--- src/rtl/krnl_acc_axi_ctrl_master_if.sv ---
// rtl/krnl_acc_axi_ctrl_master_if.sv - AXI4-Lite channel bundle for the kernel control port
interface krnl_acc_axi_ctrl_master_if #(
  parameter int ADDR_W = 12,
  parameter int DATA_W = 32
);
  logic [ADDR_W-1:0]   AWADDR;
  logic                AWVALID;
  logic                AWREADY;
  logic [DATA_W-1:0]   WDATA;
  logic [DATA_W/8-1:0] WSTRB;
  logic                WVALID;
  logic                WREADY;
  logic [1:0]          BRESP;
  logic                BVALID;
  logic                BREADY;
  logic [ADDR_W-1:0]   ARADDR;
  logic                ARVALID;
  logic                ARREADY;
  logic [DATA_W-1:0]   RDATA;
  logic [1:0]          RRESP;
  logic                RVALID;
  logic                RREADY;

  modport master (
    output AWADDR, AWVALID, input AWREADY,
    output WDATA, WSTRB, WVALID, input WREADY,
    input BRESP, BVALID, output BREADY,
    output ARADDR, ARVALID, input ARREADY,
    input RDATA, RRESP, RVALID, output RREADY
  );

  modport slave (
    input AWADDR, AWVALID, output AWREADY,
    input WDATA, WSTRB, WVALID, output WREADY,
    output BRESP, BVALID, input BREADY,
    input ARADDR, ARVALID, output ARREADY,
    output RDATA, RRESP, RVALID, input RREADY
  );
endinterface

--- src/rtl/krnl_acc_axi_ctrl_master.sv ---
// rtl/krnl_acc_axi_ctrl_master.sv - AXI4-Lite control master running write/read/poll register commands
module krnl_acc_axi_ctrl_master #(
  parameter int ADDR_W   = 12,
  parameter int DATA_W   = 32,
  parameter int POLL_GAP = 4,
  parameter int POLL_MAX = 1024
) (
  input  logic                ACLK,
  input  logic                ARESET,
  input  logic                cmd_valid,
  output logic                cmd_ready,
  input  logic [1:0]          cmd_op,
  input  logic [ADDR_W-1:0]   cmd_addr,
  input  logic [DATA_W-1:0]   cmd_wdata,
  input  logic [DATA_W/8-1:0] cmd_wstrb,
  input  logic [DATA_W-1:0]   cmd_mask,
  output logic                rsp_valid,
  input  logic                rsp_ready,
  output logic [DATA_W-1:0]   rsp_data,
  output logic [1:0]          rsp_resp,
  output logic                rsp_timeout,
  krnl_acc_axi_ctrl_master_if.master axi
);
  localparam int STRB_W = DATA_W / 8;
  localparam int CNT_W  = $clog2(POLL_MAX + 1);
  localparam int GAP_W  = (POLL_GAP > 1) ? $clog2(POLL_GAP) : 1;
  localparam logic [CNT_W-1:0] CNT_MAX  = CNT_W'(POLL_MAX);
  localparam logic [GAP_W-1:0] GAP_LAST = GAP_W'(POLL_GAP - 1);

  typedef enum logic [2:0] {
    IDLE, WR_AW_W, WR_B, RD_AR, RD_R, POLL_GAP_WAIT, RESP
  } state_t;

  state_t state, nxt;

  logic [ADDR_W-1:0] addr_q;
  logic [DATA_W-1:0] wdata_q;
  logic [STRB_W-1:0] wstrb_q;
  logic [DATA_W-1:0] mask_q;
  logic              poll_q;
  logic              aw_done;
  logic              w_done;
  logic [CNT_W-1:0]  poll_cnt;
  logic [GAP_W-1:0]  gap_cnt;
  logic [DATA_W-1:0] rsp_data_q;
  logic [1:0]        rsp_resp_q;
  logic              rsp_timeout_q;

  logic aw_hs, w_hs, rd_match, rd_final, poll_exhausted;

  assign aw_hs = axi.AWVALID & axi.AWREADY;
  assign w_hs  = axi.WVALID & axi.WREADY;
  assign rd_match       = ((axi.RDATA ^ wdata_q) & mask_q) == '0;
  assign poll_exhausted = poll_cnt == CNT_MAX;
  // a plain read, a slave error, a match or the last allowed poll read all end the command
  assign rd_final = ~poll_q | (axi.RRESP != 2'b00) | rd_match | poll_exhausted;

  always_ff @(posedge ACLK) begin
    if (ARESET) state <= IDLE;
    else        state <= nxt;
  end

  always_comb begin
    nxt = state;
    case (state)
      IDLE:          if (cmd_valid) nxt = (cmd_op == 2'b00) ? WR_AW_W : RD_AR;
      WR_AW_W:       if ((aw_done | aw_hs) & (w_done | w_hs)) nxt = WR_B;
      WR_B:          if (axi.BVALID) nxt = RESP;
      RD_AR:         if (axi.ARREADY) nxt = RD_R;
      RD_R:          if (axi.RVALID) nxt = rd_final ? RESP : POLL_GAP_WAIT;
      POLL_GAP_WAIT: if (gap_cnt == GAP_LAST) nxt = RD_AR;
      RESP:          if (rsp_ready) nxt = IDLE;
      default:       nxt = IDLE;
    endcase
  end

  always_comb begin
    cmd_ready   = (state == IDLE) & ~ARESET;
    axi.AWVALID = (state == WR_AW_W) & ~aw_done;
    axi.WVALID  = (state == WR_AW_W) & ~w_done;
    axi.BREADY  = (state == WR_B);
    axi.ARVALID = (state == RD_AR);
    axi.RREADY  = (state == RD_R);
    axi.AWADDR  = addr_q;
    axi.WDATA   = wdata_q;
    axi.WSTRB   = wstrb_q;
    axi.ARADDR  = addr_q;
    rsp_valid   = (state == RESP);
    rsp_data    = rsp_data_q;
    rsp_resp    = rsp_resp_q;
    rsp_timeout = rsp_timeout_q;
  end

  always_ff @(posedge ACLK) begin
    if (ARESET) begin
      addr_q        <= '0;
      wdata_q       <= '0;
      wstrb_q       <= '0;
      mask_q        <= '0;
      poll_q        <= 1'b0;
      aw_done       <= 1'b0;
      w_done        <= 1'b0;
      poll_cnt      <= '0;
      gap_cnt       <= '0;
      rsp_data_q    <= '0;
      rsp_resp_q    <= 2'b00;
      rsp_timeout_q <= 1'b0;
    end else begin
      case (state)
        IDLE: begin
          if (cmd_valid) begin
            addr_q   <= cmd_addr;
            wdata_q  <= cmd_wdata;
            wstrb_q  <= cmd_wstrb;
            mask_q   <= cmd_mask;
            poll_q   <= (cmd_op == 2'b10);
            aw_done  <= 1'b0;
            w_done   <= 1'b0;
            poll_cnt <= CNT_W'(1);
          end
        end
        WR_AW_W: begin
          if (aw_hs) aw_done <= 1'b1;
          if (w_hs)  w_done  <= 1'b1;
        end
        WR_B: begin
          if (axi.BVALID) begin
            rsp_resp_q    <= axi.BRESP;
            rsp_data_q    <= '0;
            rsp_timeout_q <= 1'b0;
          end
        end
        RD_R: begin
          if (axi.RVALID) begin
            rsp_data_q    <= axi.RDATA;
            rsp_resp_q    <= axi.RRESP;
            rsp_timeout_q <= poll_q & (axi.RRESP == 2'b00) & ~rd_match & poll_exhausted;
            gap_cnt       <= '0;
          end
        end
        POLL_GAP_WAIT: begin
          gap_cnt <= gap_cnt + GAP_W'(1);
          // only reached below POLL_MAX, so the read count cannot wrap
          if (gap_cnt == GAP_LAST) poll_cnt <= poll_cnt + CNT_W'(1);
        end
        RESP: begin
          if (rsp_ready) rsp_timeout_q <= 1'b0;
        end
        default: ;
      endcase
    end
  end
endmodule

--- src/flat_wrapper.sv ---
// flat-port wrapper written by rule: the top's interface ports become plain ports
module krnl_acc_axi_ctrl_master_flat 
#(
  parameter int ADDR_W   = 12,
  parameter int DATA_W   = 32,
  parameter int POLL_GAP = 4,
  parameter int POLL_MAX = 1024
)
  (ACLK, ARESET, cmd_valid, cmd_ready, cmd_op, cmd_addr, cmd_wdata, cmd_wstrb, cmd_mask, rsp_valid, rsp_ready, rsp_data, rsp_resp, rsp_timeout, axi_AWADDR, axi_AWVALID, axi_AWREADY, axi_WDATA, axi_WSTRB, axi_WVALID, axi_WREADY, axi_BRESP, axi_BVALID, axi_BREADY, axi_ARADDR, axi_ARVALID, axi_ARREADY, axi_RDATA, axi_RRESP, axi_RVALID, axi_RREADY);
  krnl_acc_axi_ctrl_master_if #(.ADDR_W(ADDR_W), .DATA_W(DATA_W)) axi_i ();
  input  logic ACLK;
  input  logic ARESET;
  input  logic cmd_valid;
  output logic cmd_ready;
  input  logic [1:0] cmd_op;
  input  logic [ADDR_W-1:0] cmd_addr;
  input  logic [DATA_W-1:0] cmd_wdata;
  input  logic [DATA_W/8-1:0] cmd_wstrb;
  input  logic [DATA_W-1:0] cmd_mask;
  output logic rsp_valid;
  input  logic rsp_ready;
  output logic [DATA_W-1:0] rsp_data;
  output logic [1:0] rsp_resp;
  output logic rsp_timeout;
  output wire logic [$bits(axi_i.AWADDR)-1:0] axi_AWADDR;
  output wire logic [$bits(axi_i.AWVALID)-1:0] axi_AWVALID;
  input wire logic [$bits(axi_i.AWREADY)-1:0] axi_AWREADY;
  output wire logic [$bits(axi_i.WDATA)-1:0] axi_WDATA;
  output wire logic [$bits(axi_i.WSTRB)-1:0] axi_WSTRB;
  output wire logic [$bits(axi_i.WVALID)-1:0] axi_WVALID;
  input wire logic [$bits(axi_i.WREADY)-1:0] axi_WREADY;
  input wire logic [$bits(axi_i.BRESP)-1:0] axi_BRESP;
  input wire logic [$bits(axi_i.BVALID)-1:0] axi_BVALID;
  output wire logic [$bits(axi_i.BREADY)-1:0] axi_BREADY;
  output wire logic [$bits(axi_i.ARADDR)-1:0] axi_ARADDR;
  output wire logic [$bits(axi_i.ARVALID)-1:0] axi_ARVALID;
  input wire logic [$bits(axi_i.ARREADY)-1:0] axi_ARREADY;
  input wire logic [$bits(axi_i.RDATA)-1:0] axi_RDATA;
  input wire logic [$bits(axi_i.RRESP)-1:0] axi_RRESP;
  input wire logic [$bits(axi_i.RVALID)-1:0] axi_RVALID;
  output wire logic [$bits(axi_i.RREADY)-1:0] axi_RREADY;
  assign axi_AWADDR = axi_i.AWADDR;
  assign axi_AWVALID = axi_i.AWVALID;
  assign axi_i.AWREADY = axi_AWREADY;
  assign axi_WDATA = axi_i.WDATA;
  assign axi_WSTRB = axi_i.WSTRB;
  assign axi_WVALID = axi_i.WVALID;
  assign axi_i.WREADY = axi_WREADY;
  assign axi_i.BRESP = axi_BRESP;
  assign axi_i.BVALID = axi_BVALID;
  assign axi_BREADY = axi_i.BREADY;
  assign axi_ARADDR = axi_i.ARADDR;
  assign axi_ARVALID = axi_i.ARVALID;
  assign axi_i.ARREADY = axi_ARREADY;
  assign axi_i.RDATA = axi_RDATA;
  assign axi_i.RRESP = axi_RRESP;
  assign axi_i.RVALID = axi_RVALID;
  assign axi_RREADY = axi_i.RREADY;
  krnl_acc_axi_ctrl_master #(.ADDR_W(ADDR_W), .DATA_W(DATA_W), .POLL_GAP(POLL_GAP), .POLL_MAX(POLL_MAX)) u_core (.ACLK(ACLK), .ARESET(ARESET), .cmd_valid(cmd_valid), .cmd_ready(cmd_ready), .cmd_op(cmd_op), .cmd_addr(cmd_addr), .cmd_wdata(cmd_wdata), .cmd_wstrb(cmd_wstrb), .cmd_mask(cmd_mask), .rsp_valid(rsp_valid), .rsp_ready(rsp_ready), .rsp_data(rsp_data), .rsp_resp(rsp_resp), .rsp_timeout(rsp_timeout), .axi(axi_i));
endmodule
--- config.mk ---
export PLATFORM = sky130hd
export DESIGN_NAME = krnl_acc_axi_ctrl_master_flat
export DESIGN_NICKNAME = d
export VERILOG_FILES = /design/src/rtl/krnl_acc_axi_ctrl_master_if.sv /design/src/rtl/krnl_acc_axi_ctrl_master.sv /design/src/flat_wrapper.sv
export SDC_FILE = /design/constraint.sdc
export NUM_CORES = 1
export LEC_CHECK = 0
export ABC_AREA = 1
export BUFFER_PORTS_ARGS = -buffer_cell sky130_fd_sc_hd__buf_2
export CORE_MARGIN = 4
export CORE_UTILIZATION = 42
export CTS_CLUSTER_SIZE = 14
export DETAILED_ROUTE_END_ITERATION = 10
export PLACE_DENSITY = 0.84
export SYNTH_ARGS = -nofsm -noshare
export SYNTH_HDL_FRONTEND = slang
export SYNTH_SLANG_ARGS = --single-unit
--- constraint.sdc ---
create_clock -name ACLK -period 1.6 [get_ports ACLK]
set_clock_uncertainty 0.15 [all_clocks]
set_input_delay 0.16 -clock ACLK [delete_from_list [all_inputs] [get_ports ACLK]]
set_output_delay 0.16 -clock ACLK [all_outputs]
set_load 0.02 [all_outputs]
==> impl_metrics.ini <==
[outcome]
status = complete, but fails checks
violations = setup timing

[cts]
htreeDepth = 4
clock-sinks = 134
clock_latency_ns = 0.42
cts_made_buffers = 17
cts_root_buf = clkbuf_16
cts_tree = done
clkTransAtPathRegs_ns = 0.06
clockBufferDepth = 2

[layout]
post_route_cells_drive_above_1_share_pct = 43.20
regArea_um2 = 2698
instances_no_fill = 1442
multi_input_area_um2 = 3368
syn_to_final_growth_pct = 87.55
n_fill_cell = 707
final_nets = 1381
final_area_um2 = 10990

[routing]
wl_um = 32460
viasPerCell = 5.744
drc = 0
routedWlPerCell_um = 22.51
postRouteAntennaNets = 0
drtIter0Drc = 747
vias = 8283
drtPass1Iterations = 5

[die]
die_x_um = 126.1
io_pins = 229
die_h_um = 126.1
core-area_um2 = 13450
num_rows = 42
start_util_pct = 43.55
die-area_um2 = 15910

[sta]
finalSetupViolCount = 136
final_max_slew_viol_count = 0
fin_setup_tns_ns = -17.07
max_freq_mhz = 536.7
rsz0062_at_grt = true
tightest_slew_ns = 0.6452
finalCritPeriodShare_pct = 116.5
hold_violations = 0
finalCriticalPeriod_ns = 1.863
setup_ws_ns = -0.2632
slew_headroom_pct = 56.65

[power_and_ir_drop]
internal-power_mw = 11.61
p_per_area_nw_per_um2 = 1825
p_leak_nw = 5.091
power_frac_clock_pct = 20.9
seqPwrFrac_pct = 24.2
comb_power_share_pct = 54.9
p_switching_mw = 8.444
ir_worst_vdd_uv = 1230
swShare_pct = 42.11

[place]
port_buffers = 228
dp_cells = 1243
gp_congestion = 0.9392
hpwl_um = 13580
place_area_um2 = 7480
dp_slack_ns = -0.1850

[setup_path]
critPathMaxFanout = 6
worstSetupPathType = reg -> reg
reg2reg_depth = 13
cpMaxStageDelayCell = dfxtp_4
rr_startpoint = u_core.state[0]$_SDFFE_PP0P_
crit_top_cell = nand2_4
cp-end-kind = flip-flop
critPathRequiredTime_ns = 1.76
start_kind = flip-flop
worstReg2RegEnd = u_core.poll_cnt[10]$_SDFFE_PP0P_
arrival_ns = 2.02
crit_end = u_core.poll_cnt[10]$_SDFFE_PP0P_
cpPeakStageDelay_ns = 0.37
critPathLaunch = u_core.state[0]$_SDFFE_PP0P_
reg2reg_setup_slack_ns = -0.26
crit_chain = inv_6, nor2_4, nand2_4, clkinv_4, nand2_4, nand2_4, nand2_4, nor3_4, nand2_2, nor2_4, nand4_1, nand2_1, a21oi_2

[flow_run]
drv_cap = 0

[global_route]
grt_first_pass_wirelength_um = 39330
grt_usage_pct = 30.97
antenna_found_initial = 2
grt_start_max_net_pins = 54
overflow = 0
grt_pass1_vias = 7884

[logic_synthesis]
synth_warnings = 0
netlist_instances = 838
ys_types = 31
syn-num-nets = 968
synth.cell_area_um2 = 5859
synth_top_cell_by_area = dfxtp_1
ys_top_cells_by_area = dfxtp_1 46%, nand2_1 9.7%, nor2_1 8.5%
syn_avg_cell_area_um2 = 6.992
synth-seq-cells = 134
synth.yosys.seq_area_share_pct = 45.78
synth_top_area_share_pct = 45.78

[hold_path]
whs_path_depth = 4
hold_path_class = in -> reg
-- cells by family (layout without fill, tap and decap cells) --
| family | count (synthesis) | count (layout) | share of synthesized area [%] |
|---|---|---|---|
| fa+ha+maj | 3 | 3 | 0.6407 |
| other cells | 0 | 2 | 0 |
| simple gates | 388 | 388 | 28.40 |
| flops | 134 | 134 | 45.78 |
| buf+inv | 142 | 568 | 10.36 |
| compound gates | 171 | 171 | 14.82 |
-- cells in the mapped netlist --
cell type and instances:
a21oi_1 74, buf_1 1, nand3_1 71, inv_2 4
clkbuf_1 34, nand2_4 3, a211oi_1 1, o21ai_1 4
buf_2 4, nor2_2 1, o21ai_0 87, nand2_1 152
nor4_1 1, dfxtp_1 134, nor2_4 3, buf_4 13
nand4_1 7, nor2_1 133, ha_1 3, or2_2 4
clkinv_4 1, a31o_2 1, nor3_1 6, nand3_2 1
o31ai_1 1, nor3b_1 2, buf_6 2, inv_1 83
nor3_4 1, a31oi_1 3, nand2_2 3
-- repair_timing --
| item | CTS | global route |
|---|---|---|
| pin swaps | 15 | 57 |
| hold endpoints to repair | 119 | 0 |
| setup buffers | 9 | 17 |
| setup endpoints to repair | 107 | 134 |
| gates cloned | 2 | 18 |
| resized for setup | 61 | 288 |
| hold buffers | 121 | 0 |
-- flip-flops by register name (all words and copies together) (netlist names) --
| signal | cells |
|---|---|
| u_core.gap_cnt | 2 |
| u_core.w_done | 1 |
| u_core.poll_cnt | 11 |
| u_core.poll_q | 1 |
| u_core.rsp_timeout | 1 |
| u_core.rsp_resp | 2 |
| u_core.state | 3 |
| u_core.rsp_data | 32 |
| u_core.axi.ARADDR | 12 |
| u_core.aw_done | 1 |
| u_core.axi.WSTRB | 4 |
| u_core.mask_q | 32 |
| u_core.axi.WDATA | 32 |
-- stage by stage --
stage | utilization, % | hold slack, ns | total power [mW]
after floorplan | - | 0.1449 | 8.282
after global placement | 55.60 | 0.2297 | 10.48
after detailed placement | 55.60 | 0.2371 | 10.62
after CTS | 71.68 | 0.003148 | 15.86
after global routing | 81.69 | 0.04146 | 20.64
final | 81.69 | 0.02968 | 20.05
-- cell usage in the layout, fill, tap and decap left out, drive strengths merged, types with 40 or more instances in the layout --
cell type / count
dlygate4sd3: 121
nand2: 158
inv: 85
nor2: 137
dfxtp: 134
buf: 314
o21ai: 91
a21oi: 74
clkbuf: 40
nand3: 72
-- power groups by stage --
stage                     Sequential [mW]  Clock, mW  Combinational, mW
after floorplan                      5.19          0               3.10
after global placement               4.62          0               5.86
after detailed placement             4.65          0               5.96
after CTS                            4.65       4.16               7.05
after global routing                 4.90       4.33               11.4
final                                4.84       4.19               11.0
-- layer usage --
| layer | routed length [µm] | track usage (%) | share of wire [%] | vias up |
|---|---|---|---|---|
| li1 | - | - | - | 3515 |
| met1 | 10710 | 33.24 | 33 | 3821 |
| met2 | 15730 | 55.12 | 48 | 698 |
| met3 | 3251 | 7.621 | 10 | 249 |
| met4 | 2772 | 17.92 | 8.5 | 0 |
| met5 | 0 | 0 | 0 | - |
-- layout make-up --
type | count | share of cell area (%)
well taps | 176 | 2.004
multi-input cells | 562 | 30.65
clock buffers | 27 | 5.044
inverters | 88 | 3.461
diodes | 2 | 0.04554
repair buffers | 448 | 33.51
flip-flops and latches | 134 | 24.55
clock inverters | 5 | 0.7401
-- worst min path at each step --
stage | start | to | slack (ns)
after CTS | axi_RDATA[2] | u_core.rsp_data[2]$_SDFFE_PP0P_ | 0.003
after detailed placement | cmd_addr[4] | u_core.axi.ARADDR[4]$_SDFFE_PP0P_ | 0.24
after global routing | axi_RDATA[2] | u_core.rsp_data[2]$_SDFFE_PP0P_ | 0.04
final | axi_RDATA[2] | u_core.rsp_data[2]$_SDFFE_PP0P_ | 0.03
after floorplan | cmd_wdata[21] | u_core.axi.WDATA[21]$_SDFFE_PP0P_ | 0.14
after global placement | cmd_mask[6] | u_core.mask_q[6]$_SDFFE_PP0P_ | 0.23
-- critical path: cells and delay by family (launching register included) --
| family | cells | cell delay, ns |
|---|---|---|
| buffers and inverters | 2 | 0.11 |
| AO/OA/AOI/OAI | 1 | 0.04 |
| flip-flops | 1 | 0.37 |
| AND/OR/NAND/NOR | 10 | 1.09 |
Note: power is estimated with default switching activity, not from simulation.
